### config.mk
export PLATFORM = sky130hd
export DESIGN_NAME = coverfloat_vector_driver
export DESIGN_NICKNAME = d
export VERILOG_FILES = /design/src/rtl/coverfloat_pkg.sv /design/src/rtl/coverfloat_vector_fifo.sv /design/src/rtl/coverfloat_vector_driver.sv
export SDC_FILE = /design/constraint.sdc
export NUM_CORES = 2
export LEC_CHECK = 0
export ABC_AREA = 1
export CORE_ASPECT_RATIO = 0.9
export CORE_UTILIZATION = 50
export DETAILED_ROUTE_END_ITERATION = 8
export PLACE_DENSITY = 0.69
export SYNTH_ARGS = -nofsm -noshare
export SYNTH_HDL_FRONTEND = slang
export SYNTH_MEMORY_MAX_BITS = 65536
export SYNTH_SLANG_ARGS = --single-unit
### constraint.sdc
create_clock -name i_clk -period 63.2 [get_ports i_clk]
set_input_delay 12.64 -clock i_clk [delete_from_list [all_inputs] [get_ports i_clk]]
set_output_delay 12.64 -clock i_clk [all_outputs]
set_load 0.1 [all_outputs]
### src/rtl/coverfloat_pkg.sv
// Shared types and default widths for the coverfloat stimulus path.
package coverfloat_pkg;

  localparam int CF_OP_W    = 8;
  localparam int CF_RM_W    = 3;
  localparam int CF_FLEN    = 128;
  localparam int CF_FLAGS_W = 5;
  localparam int CF_DEPTH   = 8;
  localparam int CF_CNT_W   = 32;
  localparam int CF_GAP_W   = 8;

  // One test vector as seen on the coverfloat interface.
  typedef struct packed {
    logic [CF_OP_W-1:0]    op;
    logic [CF_RM_W-1:0]    rm;
    logic [CF_FLEN-1:0]    a;
    logic [CF_FLEN-1:0]    b;
    logic [CF_FLEN-1:0]    c;
    logic [CF_FLEN-1:0]    result;
    logic [CF_FLAGS_W-1:0] flags;
  } cf_vector_t;

  localparam int CF_VEC_W = $bits(cf_vector_t);

  // Replay sequencer states.
  typedef enum logic [1:0] {
    IDLE = 2'd0,
    RUN  = 2'd1,
    GAP  = 2'd2
  } cf_drv_state_e;

endpackage

### src/rtl/coverfloat_vector_fifo.sv
// Synchronous vector FIFO with flush and a registered read-data stage.
// Pointers carry one extra MSB so full and empty can be told apart.
module coverfloat_vector_fifo
  import coverfloat_pkg::*;
#(
  parameter int DEPTH = CF_DEPTH
) (
  input  logic       i_clk,
  input  logic       i_rst,
  input  logic       i_push,
  input  cf_vector_t i_wr_data,
  input  logic       i_pop,
  input  logic       i_flush,
  output cf_vector_t o_rd_data,
  output logic       o_full,
  output logic       o_empty
);

  localparam int AW = $clog2(DEPTH);

  cf_vector_t r_mem [DEPTH];
  cf_vector_t r_rd_data;
  logic [AW:0] r_wr_ptr;
  logic [AW:0] r_rd_ptr;
  logic        w_push;
  logic        w_pop;

  assign o_empty   = (r_wr_ptr == r_rd_ptr);
  assign o_full    = (r_wr_ptr[AW] != r_rd_ptr[AW]) &&
                     (r_wr_ptr[AW-1:0] == r_rd_ptr[AW-1:0]);
  assign w_push    = i_push && !o_full && !i_flush;
  assign w_pop     = i_pop && !o_empty && !i_flush;
  assign o_rd_data = r_rd_data;

  // Storage array: written on every accepted push, never reset.
  always_ff @(posedge i_clk) begin
    if (w_push) begin
      r_mem[r_wr_ptr[AW-1:0]] <= i_wr_data;
    end
  end

  // Pointer bookkeeping and read register; flush wins over push and pop.
  always_ff @(posedge i_clk) begin
    if (i_rst) begin
      r_wr_ptr  <= '0;
      r_rd_ptr  <= '0;
      r_rd_data <= '0;
    end else if (i_flush) begin
      r_wr_ptr <= '0;
      r_rd_ptr <= '0;
    end else begin
      if (w_push) begin
        r_wr_ptr <= r_wr_ptr + 1'b1;
      end
      if (w_pop) begin
        r_rd_data <= r_mem[r_rd_ptr[AW-1:0]];
        r_rd_ptr  <= r_rd_ptr + 1'b1;
      end
    end
  end

endmodule

### src/rtl/coverfloat_vector_driver.sv
// Replays buffered test vectors onto the coverfloat interface as one-cycle
// valid pulses, with a programmable idle gap and start/stop/flush control.
module coverfloat_vector_driver
  import coverfloat_pkg::*;
#(
  parameter int DEPTH = CF_DEPTH,
  parameter int CNT_W = CF_CNT_W
) (
  input  logic                i_clk,
  input  logic                i_rst,
  input  logic                i_start,
  input  logic                i_stop,
  input  logic                i_flush,
  input  logic [CF_GAP_W-1:0] i_gap,
  input  logic                i_in_valid,
  output logic                o_in_ready,
  input  cf_vector_t          i_in_vec,
  output logic                o_out_valid,
  output cf_vector_t          o_out_vec,
  output logic                o_busy,
  output logic [CNT_W-1:0]    o_issued_count
);

  cf_drv_state_e       r_state;
  logic [CF_GAP_W-1:0] r_gap_cnt;
  logic                r_out_valid;
  logic [CNT_W-1:0]    r_issued_count;
  logic                w_full;
  logic                w_empty;
  logic                w_pop;
  cf_vector_t          w_rd_data;

  // A vector leaves the FIFO only in RUN, and never when stop or flush is
  // asserted in the same cycle.
  assign w_pop = (r_state == RUN) && !w_empty && !i_stop && !i_flush;

  coverfloat_vector_fifo #(
    .DEPTH (DEPTH)
  ) u_fifo (
    .i_clk     (i_clk),
    .i_rst     (i_rst),
    .i_push    (i_in_valid),
    .i_wr_data (i_in_vec),
    .i_pop     (w_pop),
    .i_flush   (i_flush),
    .o_rd_data (w_rd_data),
    .o_full    (w_full),
    .o_empty   (w_empty)
  );

  assign o_in_ready     = !w_full;
  assign o_out_vec      = w_rd_data;
  assign o_out_valid    = r_out_valid;
  assign o_busy         = (r_state != IDLE);
  assign o_issued_count = r_issued_count;

  // Sequencer: state, gap counter, valid pulse and issue counter.
  always_ff @(posedge i_clk) begin
    if (i_rst) begin
      r_state        <= IDLE;
      r_gap_cnt      <= '0;
      r_out_valid    <= 1'b0;
      r_issued_count <= '0;
    end else begin
      r_out_valid <= 1'b0;
      if (i_stop) begin
        r_state   <= IDLE;
        r_gap_cnt <= '0;
      end else begin
        case (r_state)
          IDLE: begin
            if (i_start) begin
              r_state <= RUN;
            end
          end
          RUN: begin
            if (w_pop) begin
              r_out_valid    <= 1'b1;
              r_issued_count <= r_issued_count + 1'b1;
              r_gap_cnt      <= i_gap;
              if (i_gap != '0) begin
                r_state <= GAP;
              end
            end
          end
          GAP: begin
            if (r_gap_cnt <= 1) begin
              r_gap_cnt <= '0;
              r_state   <= RUN;
            end else begin
              r_gap_cnt <= r_gap_cnt - 1'b1;
            end
          end
          default: begin
            r_state   <= IDLE;
            r_gap_cnt <= '0;
          end
        endcase
      end
    end
  end

endmodule
==> impl_results.md <==
* Status: finished, final reports clean
* Starting Density at 50.2%
* Drc violations at 0
* Reg2Reg Depth at 9
* Final nets at 16000
* Max Clock Freq at 57.3 MHz
* Remaining global-route overflow at 0
* Maximum fanout along the worst path at 57
* Initial drt markers at 14400
* Worst slew pin tran at 1.27 ns
* Setup CP Type: input pin to flip-flop
* FP Rows at 210
* R2R Setup Slk at 56.30 ns
* Comb pwr share at 2.6%
* Vias at 119000
* Share of layout cells above drive strength 1 at roughly 5.3%
* Clock power frac at 42.7%
* First-pass GRT wire length at between 700000 and 800000 µm
* Pins Over Slew Limit at 0
* HP Start: u_fifo.r_rd_ptr[3]$_SDFFE_PP0P_
* Vias in the first global route at about 110k
* Pwr Density at around 30 nW/µm²
* Initial antenna violation count at 167
* Setup-failing EPs final at 0
* RSZ-0062 raised after global routing: false
* Min-Delay Path Depth at 2
* Required @ worst endpoint at about 64 ns
* ANT nets after route at 0
* Ys Warns at 0
* Final clock skew at roughly 0.055 ns
* Post-Syn Nets at 15300
* Drt first pass iters at 6
* Fin crit share at 27.6%
* Leak at slightly above 0.07 µW
* Most frequent cells in the layout: edfxtp_1 (4224), nor2_1 (3267), o21ai_0 (1878)
* Worst slew margin at between 15 and 20%
* Setup TNS at 0 ns
* Total track usage at 25.2%
* H-tree Lvls at 5
* Switching fraction of total power at 20.5%
* Synthesized area at ~180000 µm²
* Syn avg cell area at 12.4 µm²
* Clock Latency Late Sink at 1.00 ns
* Final Critical Period at 17.44 ns
* Hold EP: u_fifo.r_rd_ptr[3]$_SDFFE_PP0P_
* TritonCTS clock tree: built
* Core area at 363000 µm²
* Data arrival, critical path at 18.02 ns
* Max-cap violation count at 0
* DP Worst Slack at 44.80 ns
* End of the worst register-to-register path: u_fifo.r_mem[4][166]$_DFFE_PP_
* Synthesized instance count at 14700
* Hold Path Class: flip-flop to flip-flop
* Register area share after synthesis at 75.9%
* Setup bufs post-CTS at 0
* Largest net degree at the start of global routing at 243
* Clock Tree Buf Depth at 4
* Port bufs at 1104
* Number of instances in the placed design at 19900
* Worst setup margin at between 40 and 50 ns
* Die Height at 575 µm
* Max IR drop VDD at roughly 26 µV
* DP HPWL at 268000 µm
* Num ports at 1105
* Total wire length at 480000 µm
* Number of synthesized register bits at between 4000 and 5000
* Hold Violations, Final at 0
* Clk sinks at between 4000 and 5000
* DIE AREA at 367000 µm²
* Drt wl/cell at 23.1 µm
* Setup crit end kind: flip-flop
* Resized Gates After CTS at 0
* Startpoint Class: input pin
* Sequential power share at 54.7%
* Die X at 639 µm
* Vias per Instance at 5.73
* Post-Layout Cell Count at about 21000
* CTS buffer count at 457
* Commonest non-fill, non-tap cell in the layout: edfxtp_1
* CTS Root Cell: clkbuf_16
* Worst reg2reg startpoint: u_fifo.r_rd_ptr[2]$_SDFFE_PP0P_
* Synth cell types at 28
* CTS clk-pin slew, worst paths at 0.06 ns
* Net switching power at between 1000 and 1500 µW
* Int Pwr at 5060 µW
* CTS hold repair buffers at 0
* Routability Congestion at slightly below 0.9
* Synth-to-layout area growth at 16.3%
sequential cells by signal (all words and copies together) (netlist names):
signal            count
o_issued_count       32
o_out_valid           1
r_gap_cnt             8
r_state               2
u_fifo.o_rd_data    528
u_fifo.r_mem       4224
u_fifo.r_rd_ptr       4
u_fifo.r_wr_ptr       4
Yosys cell counts (all sizes together):
cell | instances | area, µm²
xor2 | 9 | 78.8
o22ai | 1056 | 6610
nor3 | 6 | 30.0
xnor2 | 3 | 26.3
nand4 | 8 | 50.1
nor3b | 2 | 15.0
nand3 | 32 | 173
o21ai | 2651 | 13300
a21oi | 40 | 200
and2 | 1 | 6.26
nor4 | 1 | 6.26
nand3b | 5 | 37.5
buf | 350 | 1730
nor2 | 3276 | 12300
dfxtp | 579 | 11600
clkbuf | 657 | 2470
edfxtp | 4224 | 127000
nand2 | 1778 | 6680
inv | 45 | 169
ha | 9 | 113
cells by family after synthesis:
logic type | synth area share [%]
xor gates and xnor gates | 0.0576
and+or+nand+nor | 10.6
DFF | 75.9
adders and majority gates | 0.0617
AOI/OAI and AO/OA | 11.0
buffers and inverters | 2.40
worst max path at each step:
stage / startpoint / to / slack [ns] / cells past startpoint
floorplan: i_flush / u_fifo.r_mem[6][0]$_DFFE_PP_ / 12.54 / 3
finish: i_flush / u_fifo.r_mem[4][166]$_DFFE_PP_ / 45.76 / 8
global placement: i_flush / u_fifo.r_mem[4][163]$_DFFE_PP_ / 44.81 / 8
global route: i_flush / u_fifo.r_mem[4][166]$_DFFE_PP_ / 45.59 / 8
CTS: i_flush / u_fifo.r_mem[4][166]$_DFFE_PP_ / 45.85 / 8
detailed placement: i_flush / u_fifo.r_mem[4][159]$_DFFE_PP_ / 44.80 / 8
through the flow:
stage / utilization [%] / hold WS, ns / area [µm²] / power (µW)
detailed placement: 54.2 / 0.480 / 197000 / 3710
global placement: 54.2 / 0.466 / 197000 / 3710
finish: 58.4 / 0.489 / 212000 / 6360
global route: 58.3 / 0.498 / 212000 / 6520
CTS: 58.3 / 0.488 / 212000 / 6390
floorplan: - / 0.452 / 182000 / 3630
metal layers:
| layer | routed length, µm | up-vias | GRT usage (%) | part of all wire [%] |
|---|---|---|---|---|
| met4 | 19300 | 120 | 11.1 | 4.0 |
| met1 | 198000 | 58500 | 34.9 | 41 |
| met2 | 222000 | 5138 | 39.2 | 46 |
| met3 | 39800 | 1003 | 4.55 | 8.3 |
| li1 | - | 54600 | - | - |
| met5 | 778 | - | 0 | 0.16 |
cell type report:
type	instances	area, µm²
fill	28400	151000
clock buffer	637	12700
multi-input combinational	8877	39600
inverter	45	206
clock inverter	227	2190
sequential	4803	138000
tap	4876	6100
timing repair buffer	1270	12600
antenna	98	245
power by group through the flow:
stage          registers (µW)  clock network [µW]  logic [µW]
2_1_floorplan            3580                   0        49.7
3_3_place_gp             3550                   0         162
3_5_place_dp             3550                   0         164
4_1_cts                  3480                2740         165
5_1_grt                  3480                2860         178
6_report                 3480                2710         166
worst max-delay path, stage by stage:
cell	delay [ns]
clkdlybuf4s50_1	0.42
inv_1	0.24
nand4_1	0.43
nor2_4	0.84
buf_4	0.88
buf_4	0.77
buf_4	0.70
buf_4	0.82
(Power assumes the default switching activity.)
